--- config.mk ---
export PLATFORM = sky130hd
export DESIGN_NAME = stack_seq
export DESIGN_NICKNAME = d
export VERILOG_FILES = /design/src/rtl/stack_seq.sv
export SDC_FILE = /design/constraint.sdc
export NUM_CORES = 1
export LEC_CHECK = 0
export ABC_AREA = 0
export ABC_CLOCK_PERIOD_IN_PS = 1750
export BUFFER_PORTS_ARGS = -buffer_cell sky130_fd_sc_hd__buf_2
export CAP_MARGIN = 40
export CORE_ASPECT_RATIO = 1.4
export CORE_MARGIN = 5
export CORE_UTILIZATION = 40
export DETAILED_ROUTE_END_ITERATION = 10
export SLEW_MARGIN = 20
export SYNTH_ARGS = -nofsm -noshare
export SYNTH_HDL_FRONTEND = slang
export SYNTH_SLANG_ARGS = --single-unit
--- constraint.sdc ---
create_clock -name clk -period 1.75 [get_ports clk]
set_input_delay 0.175 -clock clk [delete_from_list [all_inputs] [get_ports clk]]
set_output_delay 0.175 -clock clk [all_outputs]
set_load 0.02 [all_outputs]
--- src/rtl/stack_seq.sv ---
// Word-level PUSH/POP/CLEAR sequencer for a bit-serial operand stack.
// Each command becomes a burst of single-bit shifts on an external shift register.
module stack_seq #(
  parameter int WIDTH = 4,
  parameter int DEPTH = 4
) (
  input  logic                         clk,
  input  logic                         rst_n,
  input  logic                         cmd_valid,
  output logic                         cmd_ready,
  input  logic [1:0]                   cmd_op,
  input  logic [WIDTH-1:0]             cmd_data,
  output logic                         rsp_valid,
  output logic [WIDTH-1:0]             rsp_data,
  output logic                         rsp_err,
  output logic [$clog2(DEPTH+1)-1:0]   count,
  output logic                         sr_d,
  output logic                         sr_en,
  output logic                         sr_dir,
  output logic                         sr_rst,
  input  logic                         sr_lsb
);

  localparam int CW = $clog2(DEPTH + 1);
  localparam int BW = (WIDTH > 1) ? $clog2(WIDTH) : 1;
  localparam logic [CW-1:0] DEPTH_C  = CW'(DEPTH);
  localparam logic [BW-1:0] BIT_LAST = BW'(WIDTH - 1);

  localparam logic [1:0] OP_PUSH  = 2'b00;
  localparam logic [1:0] OP_POP   = 2'b01;
  localparam logic [1:0] OP_CLEAR = 2'b10;

  typedef enum logic [2:0] {
    ST_IDLE,
    ST_PUSH,
    ST_POP,
    ST_CLR,
    ST_DONE
  } state_t;

  state_t             state_q, state_d;
  logic [CW-1:0]      count_q, count_d;
  logic [BW-1:0]      bit_q, bit_d;
  logic [WIDTH-1:0]   data_q, data_d;
  logic [WIDTH-1:0]   acc_q, acc_d;
  logic               err_q, err_d;
  logic               pop_ok_q, pop_ok_d;

  always_ff @(posedge clk) begin
    if (!rst_n) begin
      state_q  <= ST_IDLE;
      count_q  <= '0;
      bit_q    <= '0;
      data_q   <= '0;
      acc_q    <= '0;
      err_q    <= 1'b0;
      pop_ok_q <= 1'b0;
    end else begin
      state_q  <= state_d;
      count_q  <= count_d;
      bit_q    <= bit_d;
      data_q   <= data_d;
      acc_q    <= acc_d;
      err_q    <= err_d;
      pop_ok_q <= pop_ok_d;
    end
  end

  // Guards are evaluated only at the handshake, so count stays within 0..DEPTH.
  always_comb begin
    state_d  = state_q;
    count_d  = count_q;
    bit_d    = bit_q;
    data_d   = data_q;
    acc_d    = acc_q;
    err_d    = err_q;
    pop_ok_d = pop_ok_q;
    case (state_q)
      ST_IDLE: begin
        if (cmd_valid) begin
          data_d   = cmd_data;
          bit_d    = BIT_LAST;
          acc_d    = '0;
          err_d    = 1'b0;
          pop_ok_d = 1'b0;
          case (cmd_op)
            OP_PUSH: begin
              if (count_q != DEPTH_C) begin
                state_d = ST_PUSH;
              end else begin
                err_d   = 1'b1;
                state_d = ST_DONE;
              end
            end
            OP_POP: begin
              if (count_q != '0) begin
                pop_ok_d = 1'b1;
                state_d  = ST_POP;
              end else begin
                err_d   = 1'b1;
                state_d = ST_DONE;
              end
            end
            OP_CLEAR: state_d = ST_CLR;
            default: begin
              err_d   = 1'b1;
              state_d = ST_DONE;
            end
          endcase
        end
      end
      ST_PUSH: begin
        if (bit_q == '0) begin
          count_d = count_q + CW'(1);
          state_d = ST_DONE;
        end else begin
          bit_d = bit_q - BW'(1);
        end
      end
      ST_POP: begin
        // Pre-shift q[0] arrives LSB first, so shift it in from the top.
        acc_d = {sr_lsb, acc_q[WIDTH-1:1]};
        if (bit_q == '0) begin
          count_d = count_q - CW'(1);
          state_d = ST_DONE;
        end else begin
          bit_d = bit_q - BW'(1);
        end
      end
      ST_CLR: begin
        count_d = '0;
        state_d = ST_DONE;
      end
      ST_DONE: state_d = ST_IDLE;
      default: state_d = ST_IDLE;
    endcase
  end

  // Outputs are forced quiet during reset so an aborted burst never leaks a shift or response.
  always_comb begin
    cmd_ready = 1'b0;
    rsp_valid = 1'b0;
    rsp_err   = 1'b0;
    rsp_data  = '0;
    sr_en     = 1'b0;
    sr_dir    = 1'b0;
    sr_d      = 1'b0;
    sr_rst    = !rst_n;
    if (rst_n) begin
      case (state_q)
        ST_IDLE: cmd_ready = 1'b1;
        ST_PUSH: begin
          sr_en = 1'b1;
          sr_d  = data_q[bit_q];
        end
        ST_POP: begin
          sr_en  = 1'b1;
          sr_dir = 1'b1;
        end
        ST_CLR: sr_rst = 1'b1;
        ST_DONE: begin
          rsp_valid = 1'b1;
          rsp_err   = err_q;
          rsp_data  = pop_ok_q ? acc_q : '0;
        end
        default: cmd_ready = 1'b0;
      endcase
    end
  end

  assign count = count_q;

endmodule

==> reports/metrics.yaml <==
finish:
  synthToLayoutAreaGrowth_pct: 22.6
  num_antenna_cells: 0
  nNetsFinal: 154
  final_cell_mix: "buf_2 (22), nand2_1 (15), dfxtp_1 (14), nor2_1 (8), nor2b_1 (8)"
  layout_commonest_cell: "buf_2"
  layout-drive-gt1-share_pct: 31.2
run_status:
  status: "finished clean"
sta:
  relSlewSlack_pct: 79.4
  tightest_slew_ns: 0.305
  slew_violations: 0
  setup_violations: 0
  timing.setup.tns_ns: 0
  max_clock_freq_ghz: 0.584
  period_share_pct: 97.8
  skew_ns: 0.00278
  hold_viol: 0
  finalCriticalPeriod_ns: 1.71
floorplanning:
  die_y_microns: 69.6
  initial_core_util_pct: 42.0
  core_sq_um: 2420
  num_rows: 21
  fp.dieW_microns: 52.6
  die-area_sq_um: 3660
  io_pins: 24
detailed_routing:
  drt_iter0_markers: 15
  routed_wirelength_microns: 2300
  via_count: 897
  ant_nets: 0
  drc: 0
  dr.pass1.iters: 4
  wl_per_cell_microns: 13.1
  viasPerCell: 5.13
clock_network:
  cts_tree: "done"
  path_clk_slew_ns: 0.11
  postCtsHoldBufs: 0
  cts.path.max_buffers: 2
  cts_made_buffers: 3
  cts_root_buf: "clkbuf_4"
  clk_latency_ns: 0.31
  cts_sinks: 18
  cts.htree.levels: 1
critical_path:
  crit_required_ns: 1.57
  arrival_ns: 1.54
  path_class: "reg -> out"
  crit_fanout: 4
  r2r_cells: 6
  critPathLaunchType: "flip-flop"
  cp-end-kind: "output port"
yosys:
  synth_warnings: 0
  ys_seq_area_share_pct: 35.5
  syn-num-nets: 125
  ys_types: 39
  synthArstFlopShare_pct: 0
  syn_inst: 113
  ys_ff_latch: 18
  synth_edf_count: 0
  syn_avg_cell_area_sq_um: 8.98
  synth_area_sq_um: 1010
  synthFlopType: "dfxtp_1"
flow_run:
  drv_cap: 0
grt:
  first_global_vias: 893
  grt_pass1_wl_microns: 3870
  grt_overflow: 0
  grt_max_degree: 24
  antenna_found_initial: 0
  track_usage_pct: 14.0
power:
  p_per_area_nw_per_um2: 775
  p_total_uw: 964
  irDropWorstVdd_uv: 478
  p_leak_uw: 0.000568
place:
  hpwl_microns: 1750
  gp_congestion: 0.775
  io_buffers: 23
worst_hold_path:
  holdPathStages: 3
  min_path_type: "in -> reg"
[final timing paths]
| check | end | start | slack, ns |
|---|---|---|---|
| worst max-delay path | sr_d | bit_q[0] | 0.04 |
| worst min-delay path | data_q[2] | cmd_data[2] | 0.09 |
| worst max register to register | count[2] | bit_q[0] | 0.22 |
| worst min register to register | data_q[0] | data_q[0] | 0.46 |
[final cells by class]
cell class	instances	area (sq um)
Timing Repair Buffer	30	174
Clock buffer	4	36.3
Tap cell	34	42.5
Multi-Input combinational cell	85	606
Sequential cell	18	370
Fill cell	260	1170
Inverter	4	15.0
[sequential cells by signal, summed over array words and instances (netlist names)]
register,count
acc_q,4
data_q,4
count,3
state_q,3
bit_q,2
err_q,1
pop_ok_q,1
[metal layers]
| layer | track usage, % | wire length (microns) |
|---|---|---|
| met1 | 15.4 | 904 |
| met2 | 23.9 | 1200 |
| met3 | 2.37 | 132 |
| met4 | 8.52 | 68 |
| met5 | 0 | 0 |
[kinds of logic (layout without fill, tap and decap cells)]
| group | Yosys count | count (layout) | synth area share [%] |
|---|---|---|---|
| AO/OA/AOI/OAI | 23 | 23 | 16.6 |
| flip-flops | 18 | 18 | 35.5 |
| buffers and inverters | 10 | 38 | 4.81 |
| multiplexers | 4 | 4 | 5.18 |
| XOR/XNOR | 1 | 1 | 0.863 |
| adder cells (fa/ha/maj) | 2 | 2 | 3.21 |
| AND/OR/NAND/NOR | 55 | 55 | 33.8 |
[cell usage after synthesis, types with 2 or more instances]
master    count  share of area, %
a211o_1       2               1.7
nor2b_1       8               4.9
a22oi_1       4               3.0
o21ai_0       3               1.5
nor3_1        2              0.99
inv_1         4               1.5
a21boi_1      4               3.0
o21ai_1       2              0.99
nor4b_1       2               1.7
nor2_1        8               3.0
nor3_2        2               2.0
nand2_1      15               5.5
clkbuf_1      2              0.74
and2_1        5               3.1
dfxtp_1      18                36
mux2i_1       3               3.0
and3_1        5               3.1
buf_2         3               1.5
[power by group]
group	internal [uW]	switching (uW)
combinational	102	117
clock	127	145
sequential	439	34.2
total	668	296
[stage by stage]
step | area, sq um | setup slack (ns) | hold slack [ns] | utilization [%] | std cells
finish | 1240 | 0.0389 | 0.0862 | 51.4 | 175
global route | 1240 | -0.0118 | 0.0943 | 51.4 | 175
CTS | 1230 | 0.00533 | 0.0776 | 50.9 | 175
detailed placement | 1190 | 0.169 | 0.426 | 49.3 | 171
global placement | 1190 | 0.196 | 0.418 | 49.3 | 171
floorplan | 1010 | 0.000137 | 0.310 | - | 113
[what timing repair did]
action,in CTS,in global routing
buffers inserted,0,0
endpoints found under the setup margin,1,8
hold endpoints to repair,0,0
resized for setup,2,6
[critical path, stage by stage, from the launching register on]
cell	delay, ns
dfxtp_4	0.39
mux4_2	0.49
and4_1	0.21
buf_6	0.13
(Power assumes the default switching activity.)
